[src/rtl/y86_pkg.sv]
// Shared Y86-64 encoding definitions: icodes, register ids, instruction lengths,
// encoder FSM states and the regids/valC predicates also used by fetch.
package y86_pkg;

    localparam logic [3:0] I_HALT   = 4'h0;
    localparam logic [3:0] I_NOP    = 4'h1;
    localparam logic [3:0] I_RRMOVQ = 4'h2;
    localparam logic [3:0] I_IRMOVQ = 4'h3;
    localparam logic [3:0] I_RMMOVQ = 4'h4;
    localparam logic [3:0] I_MRMOVQ = 4'h5;
    localparam logic [3:0] I_OPQ    = 4'h6;
    localparam logic [3:0] I_JXX    = 4'h7;
    localparam logic [3:0] I_CALL   = 4'h8;
    localparam logic [3:0] I_RET    = 4'h9;
    localparam logic [3:0] I_PUSHQ  = 4'hA;
    localparam logic [3:0] I_POPQ   = 4'hB;

    localparam logic [3:0] RNONE = 4'hF;

    localparam logic [3:0] LEN_1  = 4'd1;
    localparam logic [3:0] LEN_2  = 4'd2;
    localparam logic [3:0] LEN_9  = 4'd9;
    localparam logic [3:0] LEN_10 = 4'd10;

    typedef enum logic [1:0] {
        ST_IDLE    = 2'd0,
        ST_EMIT    = 2'd1,
        ST_STOPPED = 2'd2
    } enc_state_e;

    function automatic logic need_regids(input logic [3:0] icode);
        return icode inside {I_RRMOVQ, I_IRMOVQ, I_RMMOVQ, I_MRMOVQ, I_OPQ, I_PUSHQ, I_POPQ};
    endfunction

    function automatic logic need_valC(input logic [3:0] icode);
        return icode inside {I_IRMOVQ, I_RMMOVQ, I_MRMOVQ, I_JXX, I_CALL};
    endfunction

endpackage

[src/rtl/y86_instr_len.sv]
// Combinational Y86-64 instruction length from icode; valid_o flags icodes 0..B.
module y86_instr_len
    import y86_pkg::*;
(
    input  logic [3:0] icode_i,
    output logic [3:0] len_o,
    output logic       valid_o
);

    logic regids;
    logic valc;

    always_comb begin
        regids  = need_regids(icode_i);
        valc    = need_valC(icode_i);
        valid_o = (icode_i <= I_POPQ);
        len_o   = LEN_1;
        if (regids && valc) begin
            len_o = LEN_10;
        end else if (valc) begin
            len_o = LEN_9;
        end else if (regids) begin
            len_o = LEN_2;
        end
    end

endmodule

[src/rtl/y86_instr_encoder.sv]
// Serialises one decoded Y86-64 instruction into byte writes at the write pointer.
// Optional macro ENC_HALT_STOP_EN: after a halt byte, park in STOPPED until load_en.
module y86_instr_encoder
    import y86_pkg::*;
#(
    parameter int unsigned       ADDR_W     = 64,
    parameter logic [ADDR_W-1:0] RESET_ADDR = '0
) (
    input  logic              clk,
    input  logic              rst_n,
    input  logic              load_en,
    input  logic [ADDR_W-1:0] load_addr,
    input  logic              in_valid,
    output logic              in_ready,
    input  logic [3:0]        icode,
    input  logic [3:0]        ifun,
    input  logic [3:0]        rA,
    input  logic [3:0]        rB,
    input  logic [63:0]       valC,
    output logic              mem_we,
    output logic [ADDR_W-1:0] mem_addr,
    output logic [7:0]        mem_data,
    output logic              instr_done,
    output logic              err,
    output logic [ADDR_W-1:0] next_pc
);

    enc_state_e        state_q, state_d;
    logic [ADDR_W-1:0] ptr_q, ptr_d;
    logic [3:0]        cnt_q, cnt_d;
    logic [79:0]       sr_q, sr_d;
    logic              we_q, we_d;
    logic [ADDR_W-1:0] addr_q, addr_d;
    logic [7:0]        data_q, data_d;
    logic              done_q, done_d;
    logic              err_q, err_d;
`ifdef ENC_HALT_STOP_EN
    logic              halt_q, halt_d;
`endif

    logic [3:0] len;
    logic       len_valid;

    y86_instr_len u_len (
        .icode_i (icode),
        .len_o   (len),
        .valid_o (len_valid)
    );

    assign in_ready   = rst_n && (state_q == ST_IDLE) && !load_en;
    assign mem_we     = we_q;
    assign mem_addr   = addr_q;
    assign mem_data   = data_q;
    assign instr_done = done_q;
    assign err        = err_q;
    assign next_pc    = ptr_q;

    always_comb begin
        state_d = state_q;
        ptr_d   = ptr_q;
        cnt_d   = cnt_q;
        sr_d    = sr_q;
        we_d    = 1'b0;
        addr_d  = addr_q;
        data_d  = data_q;
        done_d  = 1'b0;
        err_d   = 1'b0;
`ifdef ENC_HALT_STOP_EN
        halt_d  = halt_q;
`endif
        case (state_q)
            ST_IDLE: begin
                if (load_en) begin
                    ptr_d = load_addr;
                end else if (in_valid) begin
                    if (len_valid) begin
                        // Bytes packed LSB-first so EMIT just shifts right one byte per cycle
                        sr_d    = {(need_regids(icode) ? {valC, rA, rB} : {8'h00, valC}), icode, ifun};
                        cnt_d   = len;
                        state_d = ST_EMIT;
`ifdef ENC_HALT_STOP_EN
                        halt_d  = (icode == I_HALT);
`endif
                    end else begin
                        err_d = 1'b1;
                    end
                end
            end
            ST_EMIT: begin
                we_d   = 1'b1;
                addr_d = ptr_q;
                data_d = sr_q[7:0];
                sr_d   = {8'h00, sr_q[79:8]};
                ptr_d  = ptr_q + ADDR_W'(1);
                cnt_d  = cnt_q - 4'd1;
                if (cnt_q == 4'd1) begin
                    done_d  = 1'b1;
`ifdef ENC_HALT_STOP_EN
                    state_d = halt_q ? ST_STOPPED : ST_IDLE;
`else
                    state_d = ST_IDLE;
`endif
                end
            end
            ST_STOPPED: begin
                if (load_en) begin
                    ptr_d   = load_addr;
                    state_d = ST_IDLE;
                end
            end
            default: state_d = ST_IDLE;
        endcase
    end

    always_ff @(posedge clk or negedge rst_n) begin
        if (!rst_n) begin
            state_q <= ST_IDLE;
            ptr_q   <= RESET_ADDR;
            cnt_q   <= '0;
            sr_q    <= '0;
            we_q    <= 1'b0;
            addr_q  <= RESET_ADDR;
            data_q  <= '0;
            done_q  <= 1'b0;
            err_q   <= 1'b0;
`ifdef ENC_HALT_STOP_EN
            halt_q  <= 1'b0;
`endif
        end else begin
            state_q <= state_d;
            ptr_q   <= ptr_d;
            cnt_q   <= cnt_d;
            sr_q    <= sr_d;
            we_q    <= we_d;
            addr_q  <= addr_d;
            data_q  <= data_d;
            done_q  <= done_d;
            err_q   <= err_d;
`ifdef ENC_HALT_STOP_EN
            halt_q  <= halt_d;
`endif
        end
    end

endmodule

[config.mk]
export PLATFORM = sky130hd
export DESIGN_NAME = y86_instr_encoder
export DESIGN_NICKNAME = d
export VERILOG_FILES = /design/src/rtl/y86_pkg.sv /design/src/rtl/y86_instr_len.sv /design/src/rtl/y86_instr_encoder.sv
export SDC_FILE = /design/constraint.sdc
export NUM_CORES = 1
export LEC_CHECK = 0
export CAP_MARGIN = 20
export CORE_MARGIN = 1.5
export CORE_UTILIZATION = 45
export CTS_CLUSTER_SIZE = 20
export DETAILED_ROUTE_END_ITERATION = 12
export PLACE_DENSITY = 0.86
export SYNTH_ARGS = -nofsm -noshare
export SYNTH_HDL_FRONTEND = slang
export SYNTH_SLANG_ARGS = --single-unit
[constraint.sdc]
create_clock -name clk -period 2.25 [get_ports clk]
set_input_delay 0.5625 -clock clk [delete_from_list [all_inputs] [get_ports clk]]
set_output_delay 0.5625 -clock clk [all_outputs]
set_load 0.005 [all_outputs]
==> summary.md <==
### Final layout
* **leading cell type in the layout, fill and taps excluded** clkdlybuf4s50_1
* **layout-stage area growth over the synthesis result** 45.0%
* **commonest cells after routing, fill and taps aside** 285 x clkdlybuf4s50_1, 222 x nand2_1, 222 x dfrtp_1, 97 x buf_4, 94 x o21ai_0
* **number of filler instances in the final layout** 1,835
* **share of post-route cells with drive strength above 1** 15.7%
* **nets@finish** 1,671
* **Antenna diodes** 0

### Synthesis
* **Cells after Synth** 1,181
* **most instantiated flip-flop cell in the synthesis netlist** dfrtp_1
* **Distinct cells, synth** 54
* **asr flop ratio synth** 100%
* **net count of the mapped netlist** 1,332
* **register bit count reported by yosys** 224
* **syn_area_per_cell** 9.41 µm²
* **Netlist Area Pre-Place** 11,100 µm²
* **Seq/Total Area, Yosys** 50.5%
* **Synth Warn #** 0
* **number of enable flip-flop cells after synthesis** 0

### STA
* **Final setup viols** 0
* **Fin. Hold Viols** 0
* **Slew @ Worst Pin** 0.663 ns
* **portion of the clock cycle consumed by the worst path in the final layout** 96.9%
* **number of max-slew violations in the final report** 0
* **RSZ-0062 raised after global routing** true
* **min setup slack post-route** 0.0693 ns
* **post-layout min period** 2.18 ns
* **summed negative setup slack over all endpoints** 0 ns
* **Max Freq** 459 MHz
* **worst clock skew** 0.0147 ns
* **max_slew headroom** 55.8%

### GRT
* **number of global-route vias before repair** 11,037
* **wire length of the first global-routing pass** 58,100 µm
* **pin count of the biggest net entering global routing** 120
* **initial antenna violation count** 0
* **GRT Resource Usage Total** 28.1%
* **overflow left after global routing** 0

### Clock network
* **clock latency reported for the late side of the worst-skew pair** 0.52 ns
* **clock sinks** 224
* **cell at the root of the clock tree** clkbuf_16
* **clock-pin slew reported for the worst setup and hold paths after clock tree synthesis** 0.06 ns
* **Longest Clk Path Bufs** 3
* **H-tree lvl count** 1
* **number of buffers added by the clock tree synthesis step** 25
* **CTS tree** yes

### Floorplanning
* **die boundary width** 160 µm
* **initial core utilization** 45.8%
* **Row Count** 57
* **Std-Cell Core Area** 24,200 µm²
* **overall die area** 25,600 µm²
* **height of the die** 160 µm
* **Boundary Pins** 288

### Placed design
* **final HPWL from detailed placement** 26,000 µm
* **count of input and output buffers** 287
* **final estimated routing congestion in global placement** 0.923
* **Place WS** -0.0635 ns

### Critical path
* **Worst Path Required** 1.69 ns
* **crit start category** flip-flop
* **series of cell instances along the critical path** buf_4, clkdlybuf4s50_1
* **type of the worst setup path** reg2out
* **cell with the biggest individual delay on the critical path** clkdlybuf4s50_1
* **delay of the slowest critical-path stage** 0.53 ns
* **arrival time of the worst setup path** 1.62 ns
* **type of element capturing the critical path** output pin
* **critical path peak fanout** 9

### Drt
* **number of vias in the routed layout** 11,111
* **per-cell via count in the routed design** 5.97
* **number of design-rule violations left by the first detailed-router iteration** 961
* **WL per Instance** 19.6 µm
* **Antenna Nets Post-Route** 0
* **drt total wl** 36,500 µm
* **Initial DRT Pass Iterations** 7
* **post-detailed-route DRC marker count** 0

### Power and ir drop
* **sequential fraction of design power** 34.4%
* **Switching Fraction** 34.0%
* **switching power summed over all nets** 6860 µW
* **Int Power** 13,300 µW
* **Leak** 0.00717 µW
* **pwr dens** 1250 nW/µm²
* **part of the power in combinational logic** 43.4%
* **Clock Power Share** 22.2%
* **VDD IR-drop max** 0.687 mV

### Flow run
* **number of max-cap violations** 0

### Hold path
* **class of the tightest hold or removal check** in2async

### Status
* **run status** finished, final reports clean

per-layer routing:
| layer | global-route usage [%] | part of all wire [%] |
|---|---|---|
| met1 | 34.9 | 39 |
| met4 | 12.4 | 4.6 |
| met2 | 48.8 | 50 |
| met5 | 0 | 0 |
| met3 | 4.05 | 7.1 |
through the flow:
stage | hold slack (ns) | area [µm²] | total power, µW | instances | util (%)
floorplan | 0.267 | 11200 | 10700 | 1181 | -
global placement | 0.351 | 15100 | 15200 | 1812 | 62.3
detailed placement | 0.353 | 15100 | 15600 | 1812 | 62.3
CTS | 0.405 | 16100 | 20200 | 1859 | 66.2
global route | 0.0650 | 16100 | 21300 | 1862 | 66.4
finish | 0.0583 | 16100 | 20200 | 1862 | 66.4
kinds of logic after synthesis:
group	after synthesis	synth area share, %
fa+ha+maj	3	0.338
simple gates	407	17.0
flops	224	50.5
xor+xnor	5	0.394
compound gates	353	20.7
buf+inv	117	3.98
mux	72	7.18
cell usage after synthesis (all sizes together) (12+ instances only):
master | number | area (µm²)
inv | 29 | 109
mux2 | 62 | 698
nand2 | 223 | 837
clkbuf | 74 | 278
nor4 | 15 | 93.8
nand4 | 28 | 188
o311ai | 17 | 149
buf | 14 | 55.1
nor3 | 19 | 100
a21oi | 32 | 160
a211oi | 12 | 90.1
nor2 | 26 | 97.6
dfrtp | 224 | 5610
a31oi | 67 | 419
nand3 | 45 | 225
a21o | 65 | 488
o211ai | 27 | 203
o21ai | 94 | 470
worst max-delay path, delay by kind of cell, from the launching register on:
kind | cells | cell delay [ns]
buffers and inverters | 2 | 0.73
flip-flops | 1 | 0.37
flip-flops by register name (all words and copies together) (netlist names):
register / count
state_q: 1
next_pc: 64
mem_addr: 64
sr_q: 80
instr_done: 1
cnt_q: 4
mem_data: 8
mem_we: 1
err: 1
repair_timing:
action / CTS / global route
hold buffers: 1 / 0
pin swaps: 2 / 5
resized for setup: 7 / 7
endpoints found under the hold margin: 2 / 0
setup buffers: 1 / 3
setup endpoints to repair: 8 / 15
layout make-up:
cell class | instances | area [µm²] | area share, %
Inverter | 29 | 109 | 0.676
Multi-Input combinational cell | 840 | 5170 | 32.1
Timing Repair Buffer | 400 | 3910 | 24.3
Clock buffer | 34 | 719 | 4.47
Sequential cell | 224 | 5610 | 34.8
Clock inverter | 11 | 191 | 1.19
Tap cell | 324 | 405 | 2.52
path summary, 6_finish.rpt:
kind	from	endpoint	slack [ns]	cells after the start
min in group clk	sr_q[72]	sr_q[64]	0.48	1
hold / removal	rst_n	mem_addr[39]	0.06	2
setup / recovery	next_pc[2]	next_pc[2]	0.07	2
hold reg to reg	sr_q[72]	sr_q[64]	0.48	1
max in group asynchronous	rst_n	state_q[0]	0.78	4
setup reg to reg	next_pc[2]	next_pc[61]	0.07	6
power groups by stage:
stage | Sequential (µW) | Combinational (µW) | Clock (µW)
floorplan | 7030 | 3670 | 0
global placement | 6880 | 8290 | 0
detailed placement | 6990 | 8600 | 0
CTS | 6930 | 8710 | 4570
global route | 7140 | 9470 | 4730
finish | 6950 | 8770 | 4490
(Power assumes the default switching activity.)
